File: config.mk
export PLATFORM = sky130hd
export DESIGN_NAME = vpu_sched
export DESIGN_NICKNAME = d
export VERILOG_FILES = /design/src/rtl/vpu_pkg.sv /design/src/rtl/vpu_inst_fifo.sv /design/src/rtl/vpu_sched.sv
export SDC_FILE = /design/constraint.sdc
export NUM_CORES = 1
export LEC_CHECK = 0
export ABC_AREA = 1
export CAP_MARGIN = 15
export CORE_ASPECT_RATIO = 1.1
export CORE_MARGIN = 3
export CORE_UTILIZATION = 56
export DETAILED_ROUTE_END_ITERATION = 6
export PLACE_DENSITY = 0.9
export SYNTH_ARGS = -nofsm -noshare
export SYNTH_HDL_FRONTEND = slang
export SYNTH_SLANG_ARGS = --single-unit
File: constraint.sdc
create_clock -name clk -period 3.2 [get_ports clk]
set_input_delay 0.64 -clock clk [delete_from_list [all_inputs] [get_ports clk]]
set_output_delay 0.64 -clock clk [all_outputs]
set_load 0.03 [all_outputs]
File: src/rtl/vpu_pkg.sv
// Shared definitions for the VPU scheduler: instruction layout, opcodes
// and the scheduler state encoding.
package vpu_pkg;

  typedef struct packed {
    logic [7:0] rsvd;
    logic [4:0] cnst;
    logic [4:0] c;
    logic [4:0] b;
    logic [4:0] a;
    logic [3:0] opcode;
  } inst_t;

  localparam logic [3:0] OP_NOP  = 4'h0;
  localparam logic [3:0] OP_ADD  = 4'h1;
  localparam logic [3:0] OP_SUB  = 4'h2;
  localparam logic [3:0] OP_MUL  = 4'h3;
  localparam logic [3:0] OP_HALT = 4'hF;

  typedef enum logic [2:0] {
    ST_IDLE,
    ST_ISSUE,
    ST_WAIT,
    ST_HALTED,
    ST_ERR
  } sched_state_t;

  function automatic logic isHalt(input inst_t inst);
    return inst.opcode == OP_HALT;
  endfunction

endpackage

File: src/rtl/vpu_inst_fifo.sv
// Instruction FIFO for the VPU scheduler; full/empty come from an extra
// wrap bit on each pointer.
module vpu_inst_fifo #(
  parameter int DEPTH = 4,
  parameter int WIDTH = 32
) (
  input  logic             clk,
  input  logic             rst_n,
  input  logic             i_push,
  input  logic             i_pop,
  input  logic             i_flush,
  input  logic [WIDTH-1:0] i_data,
  output logic [WIDTH-1:0] o_data,
  output logic             o_full,
  output logic             o_empty
);

  localparam int AW = $clog2(DEPTH);

  logic [WIDTH-1:0] r_mem [DEPTH];
  logic [AW:0]      r_wrPtr;
  logic [AW:0]      r_rdPtr;
  logic             w_doPush;
  logic             w_doPop;

  assign o_full  = (r_wrPtr[AW] != r_rdPtr[AW]) && (r_wrPtr[AW-1:0] == r_rdPtr[AW-1:0]);
  assign o_empty = (r_wrPtr == r_rdPtr);
  assign o_data  = r_mem[r_rdPtr[AW-1:0]];

  // A full FIFO may still take a push when the head leaves in the same cycle.
  assign w_doPush = i_push && !i_flush && (!o_full || i_pop);
  assign w_doPop  = i_pop && !i_flush && !o_empty;

  always_ff @(posedge clk) begin
    if (!rst_n || i_flush) begin
      r_wrPtr <= '0;
      r_rdPtr <= '0;
    end else begin
      if (w_doPush) r_wrPtr <= r_wrPtr + (AW+1)'(1);
      if (w_doPop)  r_rdPtr <= r_rdPtr + (AW+1)'(1);
    end
  end

  always_ff @(posedge clk) begin
    if (w_doPush) r_mem[r_wrPtr[AW-1:0]] <= i_data;
  end

endmodule

File: src/rtl/vpu_sched.sv
// VPU instruction scheduler: queues host instructions and issues them one
// at a time to the VPU, with HALT/resume, flush and a completion watchdog.
module vpu_sched
  import vpu_pkg::*;
#(
  parameter int DEPTH   = 4,
  parameter int TIMEOUT = 64,
  parameter int CNT_W   = 16
) (
  input  logic             clk,
  input  logic             rst_n,
  input  logic             in_valid,
  input  logic [31:0]      in_inst,
  output logic             in_ready,
  output logic [31:0]      vpu_inst,
  output logic             vpu_start,
  output logic             vpu_read_en,
  output logic             vpu_write_en,
  input  logic             vpu_done,
  input  logic             resume,
  input  logic             flush,
  output logic             busy,
  output logic             halted,
  output logic             err,
  output logic [CNT_W-1:0] retired
);

  localparam int              WD_W    = $clog2(TIMEOUT + 1);
  localparam logic [WD_W-1:0] WD_LAST = WD_W'(TIMEOUT - 1);

  sched_state_t     r_state;
  inst_t            r_inst;
  logic [CNT_W-1:0] r_retired;
  logic [WD_W-1:0]  r_wdog;
  logic             r_err;
  logic             r_start;
  logic             r_enable;
  logic             r_busy;
  logic             r_halted;

  inst_t w_head;
  logic  w_full;
  logic  w_empty;
  logic  w_push;
  logic  w_pop;

  assign in_ready = !w_full && (r_state != ST_ERR);
  assign w_push   = in_valid && in_ready;
  // A flush in IDLE wins over the pop so nothing stale reaches the VPU.
  assign w_pop    = (r_state == ST_IDLE) && !w_empty && !flush;

  vpu_inst_fifo #(
    .DEPTH (DEPTH),
    .WIDTH (32)
  ) u_fifo (
    .clk     (clk),
    .rst_n   (rst_n),
    .i_push  (w_push),
    .i_pop   (w_pop),
    .i_flush (flush),
    .i_data  (in_inst),
    .o_data  (w_head),
    .o_full  (w_full),
    .o_empty (w_empty)
  );

  always_ff @(posedge clk) begin
    if (!rst_n) begin
      r_state   <= ST_IDLE;
      r_inst    <= '0;
      r_retired <= '0;
      r_wdog    <= '0;
      r_err     <= 1'b0;
      r_start   <= 1'b0;
      r_enable  <= 1'b0;
      r_busy    <= 1'b0;
      r_halted  <= 1'b0;
    end else begin
      r_start <= 1'b0;
      case (r_state)
        ST_IDLE: begin
          if (w_pop) begin
            if (isHalt(w_head)) begin
              r_state  <= ST_HALTED;
              r_halted <= 1'b1;
            end else begin
              r_inst   <= w_head;
              r_state  <= ST_ISSUE;
              r_start  <= 1'b1;
              r_enable <= 1'b1;
              r_busy   <= 1'b1;
            end
          end
        end
        ST_ISSUE: begin
          r_state <= ST_WAIT;
          r_wdog  <= '0;
        end
        // Completion takes priority over a watchdog expiry in the same cycle.
        ST_WAIT: begin
          if (vpu_done) begin
            r_retired <= r_retired + CNT_W'(1);
            r_state   <= ST_IDLE;
            r_enable  <= 1'b0;
            r_busy    <= 1'b0;
          end else if (r_wdog == WD_LAST) begin
            r_err    <= 1'b1;
            r_state  <= ST_ERR;
            r_enable <= 1'b0;
            r_busy   <= 1'b0;
          end else begin
            r_wdog <= r_wdog + WD_W'(1);
          end
        end
        ST_HALTED: begin
          if (resume || flush) begin
            r_state  <= ST_IDLE;
            r_halted <= 1'b0;
          end
        end
        default: begin
        end
      endcase
    end
  end

  assign vpu_inst     = r_inst;
  assign vpu_start    = r_start;
  assign vpu_read_en  = r_enable;
  assign vpu_write_en = r_enable;
  assign busy         = r_busy;
  assign halted       = r_halted;
  assign err          = r_err;
  assign retired      = r_retired;

endmodule

* Word-level counts from Yosys, hierarchy flattened
Memories as Yosys holds them, arrays and structs flattened. A register that Yosys moved wholly into a read port is not among the register bits. Index checks and enable logic that the tools add are counted.
Word-level totals: logic and storage cells 90, RAM bits 128, input bits 38, output and inout port bits 55, register bits after elaboration 68, memories kept 1
Operators by class: reductions and logical operators 29, add/sub/neg operators 4, equal/unequal tests 16, multiplexer cells 23, bitwise operators 2
Memory list:
- u_fifo.r_mem | depth 4, bits a word 32, read ports 1, clocked after memory_dff 1, wr ports 1, line vpu_inst_fifo.sv:20 | logic [WIDTH-1:0] r_mem [DEPTH];
Operators with widths (count):
- $add A16 B1 Y16 const B | 1
- $mux W7 | 2
- $pmux W7 S2 | 1
- $mux W3 | 4
- $pmux W3 S4 | 1
- $reduce_and A3 Y1 | 4
- $reduce_and A4 Y1 | 3
- $mux W1 | 10
- $logic_and A1 B1 Y1 | 9
- $ne A2 B2 Y1 const B | 4
- $add A7 B1 Y7 const B | 1
- $eq A7 B6 Y1 const B | 1
- $add A3 B1 Y3 const B | 2
- $eq A3 B2 Y1 const B | 2
- $mux W2 | 3
- $ne A3 B3 Y1 const B | 2
- $reduce_bool A2 Y1 | 3
- $eq A4 B4 Y1 const B | 1
- $logic_not A1 Y1 | 4
- $ne A2 B1 Y1 const B | 2
- $pmux W1 S2 | 2
- $reduce_bool A4 Y1 | 1
- $eq A3 B1 Y1 const B | 1
- $eq A3 B3 Y1 | 1
- 6 further kinds | 9

* Depth between registers and ports, before layout
Gate-level depths: netlist (run 1).
depth after elaboration 9, mapped depth 11, depth with buffers taken out 10

* Hierarchy
A second synthesis (run 1) with hierarchy kept.
Second synthesis, totals: cell total of the unflattened synthesis 743, area, all modules 7853.8 sq um
Modules (own cells, without submodules):
- vpu_inst_fifo | area an instance 5210.0 sq um, cells an instance 384, times used 1, sequential area each 4003.8 sq um
- vpu_sched | area an instance 2643.8 sq um, cells an instance 359, times used 1, sequential area each 1241.2 sq um

* Worst setup path before layout (run 1)
No wires, ideal clock.
path type flip-flop to flip-flop, start reg u_fifo.r_wrPtr[0], end mem u_fifo.r_mem[0][0] (enable), arrival time 2.516 ns, buffers on the path 0, library setup time 0.421 ns, period minus slack after synthesis 2.938 ns, stages on the path, launching flop included 9, setup slack 0.262 ns, data required time 2.779 ns, cell sequence dfxtp_1 inv_2 nand2_1 nand2_1 nand2_1 o22ai_1 inv_1 nand2_1 nor2_1
On the way: word-level cells in the longest chain between the ends 9
Ends and longest elaborated chain:
- from (decl) | line vpu_inst_fifo.sv:21 | logic [AW:0] r_wrPtr;
- from (signal assigned) | line vpu_inst_fifo.sv:39 | if (w_doPush) r_wrPtr <= r_wrPtr + (AW+1)'(1);
- $eq A2 B2 Y1 | line vpu_inst_fifo.sv:26 | assign o_full = (r_wrPtr[AW] != r_rdPtr[AW]) && (r_wrPtr[AW-1:0] == r_rdPtr[AW-1:0]);
- $logic_and A1 B1 Y1 | line vpu_inst_fifo.sv:26
- $logic_not A1 Y1 | line vpu_sched.sv:47 | assign in_ready = !w_full && (r_state != ST_ERR);
- $logic_and A1 B1 Y1 | line vpu_sched.sv:47
- net in_ready | line vpu_sched.sv:14 | output logic in_ready,
- $logic_and A1 B1 Y1 | line vpu_sched.sv:48 | assign w_push = in_valid && in_ready;
- $logic_and A1 B1 Y1 (2 in a row) | line vpu_inst_fifo.sv:31 | assign w_doPush = i_push && !i_flush && (!o_full || i_pop);
- $mux W1 | line vpu_inst_fifo.sv:45 | if (w_doPush) r_mem[r_wrPtr[AW-1:0]] <= i_data;
- $mux W1 (implied by the code) | line vpu_inst_fifo.sv:45
- to (decl) | line vpu_inst_fifo.sv:20
The timed path passes the listed nets, and every way through them passes these cells.

* Final worst setup path (run 1)
start reg u_fifo.r_wrPtr[1], end out in_ready
On the way: word-level cells in the longest chain between the ends 4
Ends and longest elaborated chain (line):
- $eq A2 B2 Y1 | vpu_inst_fifo.sv:26
- $logic_and A1 B1 Y1 | vpu_inst_fifo.sv:26
- $logic_not A1 Y1 | vpu_sched.sv:47
- $logic_and A1 B1 Y1 | vpu_sched.sv:47
- to (decl) | vpu_sched.sv:14
Every way passes these cells.

==> out/qor.yml, run 1 <==
finish:
  syn2layout_area_growth_pct: 22.0
  antenna_cells: 0
  multiInputGateArea_um2: 2370
  fin_nets: 897
  regArea_um2: 5250
  fillers: 989
  drive_above_1_share_pct: 8.55
clock_network:
  htreeDepth: 4
  post_cts_buffers: 0
  cts_buffer_depth: 2
  root_buffer: "clkbuf_16"
  postCtsHoldBufs: 0
  path_clk_slew_ps: 70
  cts_tree: "done"
  clkLatencyLatePin_ps: 440
  cts_inserted_buffers: 17
  cts_sinks: 198
  cts_resized: 0
global_routing:
  grt_max_degree: 55
  grt_pass1_wl_mm: 28.2
  grt_overflow: 0
  first_global_vias: 5789
  track_usage_pct: 23.1
  antenna_found_initial: 0
run:
  cap_viol_max_count: 0
timing:
  setup_tns_ps: 0
  clock.fmax_mhz: 372
  min_period_over_period_pct: 84.0
  skew_ps: 6.35
  tightest_slew_ps: 578
  drv_slew: 0
  setup_violations: 0
  fin_hold_ws_ps: 460
  finalCriticalPeriod_ps: 2690
  relSlewSlack_pct: 61.5
  rsz0062_at_grt: "false"
  finalHoldViolCount: 0
logic_synthesis:
  syn_area_um2: 7940
  yosysTopAreaCell: "edfxtp_1"
  synth_most_common_cell: "nor2_1"
  synth_warnings: 0
  synth_top_area_share_pct: 48.4
  synthTopCellsByCount: "nor2_1, edfxtp_1, nand2_1, dfxtp_1, o21ai_0"
  ys_async_sr_fraction_pct: 0
  dominantRegCellSynth: "edfxtp_1"
  syn_inst: 765
  ys_seq_elements: 198
  synth_edf_count: 128
  ys_seq_area_share_pct: 66.1
  synthDistinctLibCells: 38
  ys_top_cells_by_area: "edfxtp_1, dfxtp_1, nor2_1, nand2_1, o21ai_0"
  syn-mean-instance-area_um2: 10.4
  syn-num-nets: 810
critical_path:
  endpoint_kind: "primary output"
  crit_start: "u_fifo.r_wrPtr[1]"
  arrival_ps: 2050
  cp.required_ps: 2560
  crit_type: "flip-flop to primary output"
  crit_path_start_kind: "flip-flop"
  cp_max_fo: 5
worst_hold_path:
  worst_hold_path_type: "flip-flop to flip-flop"
  holdCritStartpoint: "halted"
detailed_routing:
  dr.pass1.iters: 5
  ant_nets: 0
  wire_per_inst_um: 16.6
  drcViolationCount: 0
  drt-initial-drc-count: 499
  viasPerCell: 5.61
  vias: 5905
  routed_wl_mm: 17.5
pwr:
  power_frac_seq_pct: 49.0
  p_comb_share_pct: 11.8
  peakVddDrop_mv: 0.404
  leakage_nw: 3.38
  switching_share_pct: 25.1
  power.net_switching_mw: 1.46
  internal_power_mw: 4.37
  p_clk_share_pct: 39.2
  power_density_nw_per_um2: 602
floorplanning:
  ios: 93
  die_area_um2: 15600
  die_h_um: 131
  start_util_pct: 57.3
  rows: 45
  coreArea_um2: 13900
  die_w_um: 120
placement:
  port_buffers: 92
  place_congestion: 0.938
  dp_hpwl_mm: 11.1
outcome:
  outcome: "finished, final reports clean"
[cell usage in the layout, fill, tap and decap left out, drive strengths merged, types with 2 or more instances in the layout]
master	Yosys	routed
clkinvlp	0	3
clkdlybuf4s50	0	91
bufinv	0	4
a21oi	35	35
o22ai	29	29
xnor2	4	4
inv	44	49
o21ai	96	96
clkbuf	17	17
o21a	3	3
nand4	5	5
nor2	163	163
dfxtp	70	70
a31oi	2	2
nor3	8	8
clkinv	1	4
ha	7	7
nand3	24	24
buf	17	11
edfxtp	128	128
nand2	105	105
[cells by family after synthesis]
| kind of cell | count (synthesis) | share of synthesized area [%] |
|---|---|---|
| AND/OR/NAND/NOR | 308 | 16.3 |
| flip-flops | 198 | 66.1 |
| AO/OA/AOI/OAI | 168 | 11.5 |
| buffers and inverters | 79 | 4.49 |
| adder cells (fa/ha/maj) | 7 | 1.10 |
| XOR/XNOR | 5 | 0.552 |
[sequential cells by signal, summed over array words and instances, names as in the netlist, named ones only]
register and flops:
halted 1, vpu_start 1, err 1, busy 1
u_fifo.r_wrPtr 3, vpu_inst 32, r_wdog 7, retired 16
r_state 3, u_fifo.r_rdPtr 3, u_fifo.r_mem 128
[routing by layer]
layer | share of wire, % | GRT usage (%) | up-vias | routed length (µm)
li1 | - | - | 2802 | -
met1 | 39 | 26.7 | 2823 | 6860
met2 | 52 | 42.2 | 240 | 9150
met3 | 6.0 | 4.09 | 40 | 1050
met4 | 2.4 | 10.6 | 0 | 427
met5 | 0 | 0 | - | 0
[cell type report]
class | instances | area share, %
sequential | 198 | 54.1
tap | 188 | 2.43
clock inverter | 15 | 2.25
clock buffer | 17 | 4.39
inverter | 45 | 1.74
timing repair buffer | 102 | 10.6
multi-input combinational | 488 | 24.4
[worst max-delay path, cell delays in order (launching register included)]
cell             delay, ps
dfxtp_1                420
inv_1                  110
nand2_1                 70
nand2_1                 60
nand2_1                 60
o22ai_1                 60
inv_1                  140
clkdlybuf4s50_1        690
[worst paths after layout]
check / slack [ps] / end / cells after the start
setup reg to reg: 820 / vpu_inst[16] / 9
hold / removal: 460 / halted / 2
setup / recovery: 510 / in_ready / 7
hold reg to reg: 460 / halted / 2
[per-stage QoR]
step | instance area, µm² | power [mW] | worst slack [ps] | util, % | instances
2_1_floorplan | 7940 | 3.35 | 262 | - | 765
3_3_place_gp | 9050 | 3.57 | 607 | 65.3 | 1021
3_5_place_dp | 9050 | 3.60 | 545 | 65.3 | 1021
4_1_cts | 9690 | 5.86 | 512 | 70.0 | 1053
5_1_grt | 9690 | 6.04 | 424 | 70.0 | 1053
6_report | 9690 | 5.83 | 512 | 70.0 | 1053
[power groups by stage]
| stage | combinational (mW) | sequential [mW] | clock [mW] |
|---|---|---|---|
| finish | 0.690 | 2.86 | 2.28 |
| global route | 0.760 | 2.86 | 2.42 |
| CTS | 0.689 | 2.86 | 2.31 |
| detailed placement | 0.683 | 2.91 | 0 |
| global placement | 0.658 | 2.91 | 0 |
| floorplan | 0.385 | 2.97 | 0 |
(Power assumes the default switching activity.)
==> run 2, diff against run 1 <==
Settings changed: CORE_UTILIZATION 56 to 50, PLACE_DENSITY 0.9 to 0.85.
Clock period 3.2 ns to 2.25 ns, I/O delays scaled along.
==> run 2 against run 1 <==
Against the previous run: count of clock-buffer cells in the layout up 4; hold slack lost 150 ps; clock skew is 7.2 ps higher; via count fell by 2.6%; clock power up 32%; total power grew 38%; die area up 11%; sequential power increased by 42%; global-route usage decreased by 3.4 points.
==> out/qor.yml, run 2 (same netlist as run 1, synthesis figures left out) <==
global_routing:
  grt_overflow: 0  # unchanged
  antenna_found_initial: 0  # unchanged
  grt_pass1_wl_mm: 27.5  # was 28.2 mm
  first_global_vias: 5586  # was 5789
  grt_max_degree: 42  # was 55
  track_usage_pct: 19.6  # was 23.1%
clock_network:
  post_cts_buffers: 0  # unchanged
  path_clk_slew_ps: 70  # about the same
  cts_resized: 1  # was 0
  cts_buffer_depth: 2  # unchanged
  postCtsHoldBufs: 0  # unchanged
  cts_tree: "done"  # unchanged
  root_buffer: "clkbuf_16"  # unchanged
  cts_inserted_buffers: 17  # unchanged
  htreeDepth: 4  # unchanged
  clkLatencyLatePin_ps: 430  # was 440 ps
  cts_sinks: 198  # unchanged
floorplanning:
  ios: 93  # unchanged
  rows: 47  # was 45
  coreArea_um2: 15300  # was 13900 µm²
  die_area_um2: 17400  # was 15600 µm²
  die_h_um: 138  # was 131 µm
  start_util_pct: 51.9  # was 57.3%
  die_w_um: 126  # was 120 µm
placement:
  port_buffers: 92  # unchanged
  dp_hpwl_mm: 11.4  # was 11.1 mm
  place_congestion: 0.832  # was 0.938
  dpl_cell_area_um2: 9170  # was 9050 µm²
critical_path:
  endpoint_kind: "primary output"  # unchanged
  crit_type: "flip-flop to primary output"  # unchanged
  ff2ff_path_depth: 9  # unchanged
  crit_family: "buffers and inverters"  # unchanged
  arrival_ps: 1610  # was 2050 ps
  cp.depth: 1  # was 7
  cpPeakStageDelay_ps: 720  # was 690 ps
  critical_path.slowest_cell: "clkdlybuf4s50_1"  # unchanged
  path_cells: "clkdlybuf4s50_1"  # was inv_1 -> nand2_1 -> nand2_1 -> nand2_1 -> o22ai_1 -> inv_1 -> clkdlybuf4s50_1
  cp_max_fo: 6  # was 5
  path_buf_inv: 1  # was 3
  crit_path_start_kind: "flip-flop"  # unchanged
  cp.required_ps: 1800  # was 2560 ps
detailed_routing:
  ant_nets: 0  # unchanged
  drcViolationCount: 0  # unchanged
  routed_wl_mm: 16.8  # was 17.5 mm
  viasPerCell: 5.36  # was 5.61
  vias: 5749  # was 5905
  drt-initial-drc-count: 545  # was 499
  wire_per_inst_um: 15.6  # was 16.6 µm
  dr.pass1.iters: 7  # was 5
timing:
  skew_ps: 13.5  # was 6.35 ps
  finalHoldViolCount: 0  # unchanged
  min_period_over_period_pct: 91.5
  rsz0062_at_grt: "false"  # unchanged
  clock.fmax_mhz: 486
  tightest_slew_ps: 484  # was 578 ps
  drv_slew: 0  # unchanged
  relSlewSlack_pct: 67.7  # was 61.5%
  finalCriticalPeriod_ps: 2060
  fin_hold_ws_ps: 312  # was 460 ps
  setup_violations: 0  # unchanged
finish:
  regArea_um2: 5250  # unchanged
  mostFrequentLayoutCells: "nor2_1, edfxtp_1, nand2_1, clkdlybuf4s50_1, dfxtp_1"  # unchanged
  largest_register_ffs: 128  # unchanged
  antenna_cells: 0  # unchanged
  syn2layout_area_growth_pct: 22.9  # was 22.0%
  multiInputGateArea_um2: 2370  # unchanged
  fillers: 1183  # was 989
  drive_above_1_share_pct: 9.35  # was 8.55%
  final_common_cell: "nor2_1"  # unchanged
  fin_area_um2: 9760  # was 9690 µm²
  fin_nets: 909  # was 897
run:
  cap_viol_max_count: 0  # unchanged
pwr:
  power_mw: 8.05  # was 5.83 mW
  leakage_nw: 3.43  # was 3.38 nW
  power_density_nw_per_um2: 825  # was 602 nW/µm²
  peakVddDrop_mv: 0.572  # was 0.404 mV
worst_hold_path:
  worst_hold_path_type: "primary input to flip-flop"  # was flip-flop to flip-flop
  min_path_cells: 3  # was 2
outcome:
  outcome: "finished, final reports clean"  # unchanged
==> run 2: cell count changes in the layout (fill, tap and decap cells not counted), sizes merged <==
cell,previous run,this run
inv,49,46
clkbuf,17,22
clkinvlp,3,1
buf,11,23
clkinv,4,6
bufinv,4,3
clkdlybuf4s50,91,90
==> run 2: power by group <==
group | internal [mW] | leakage [nW] | switching [mW]
Clock | 1.75 | 0.284 | 1.25
Sequential | 3.99 | 1.73 | 0.0746
Combinational | 0.353 | 1.42 | 0.632
==> run 2: through the flow <==
step           instances  utilization [%]  TNS, ps  setup slack (ps)
2_1_floorplan        765                -   -27120              -212
3_3_place_gp        1041             60.0        0               235
3_5_place_dp        1041             60.0        0               214
4_1_cts             1073             63.8        0              61.7
5_1_grt             1073             63.8        0              20.6
6_report            1073             63.8        0               192
==> run 2: final timing paths <==
kind	slack, ps	to	startpoint
max	190	retired[7]	retired[7]
min	310	retired[3]	rst_n
max reg2reg	240	vpu_inst[18]	flip-flop
min reg2reg	450	halted	halted
==> run 2: area by class of cell <==
cell class,count,area share [%]
Tap cell,196,2.51
Inverter,45,1.73
Timing Repair Buffer,114,11.7
Multi-Input combinational cell,488,24.3
Clock buffer,21,4.51
Sequential cell,198,53.8
Clock inverter,11,1.51
==> run 2: metal layers <==
| layer | vias up | share of wire [%] | global-route usage, % |
|---|---|---|---|
| met1 | 2675 | 41 | 24.7 |
| met3 | 31 | 6.1 | 4.28 |
| met2 | 212 | 50 | 33.3 |
| met4 | 0 | 2.3 | 7.57 |
| li1 | 2831 | - | - |
| met5 | - | 0 | 0 |
==> run 2: tightest hold or removal path, delay by kind of cell <==
| kind | cells | cell delay, ps |
|---|---|---|
| simple gates | 2 | 100 |
| buf+inv | 1 | 140 |
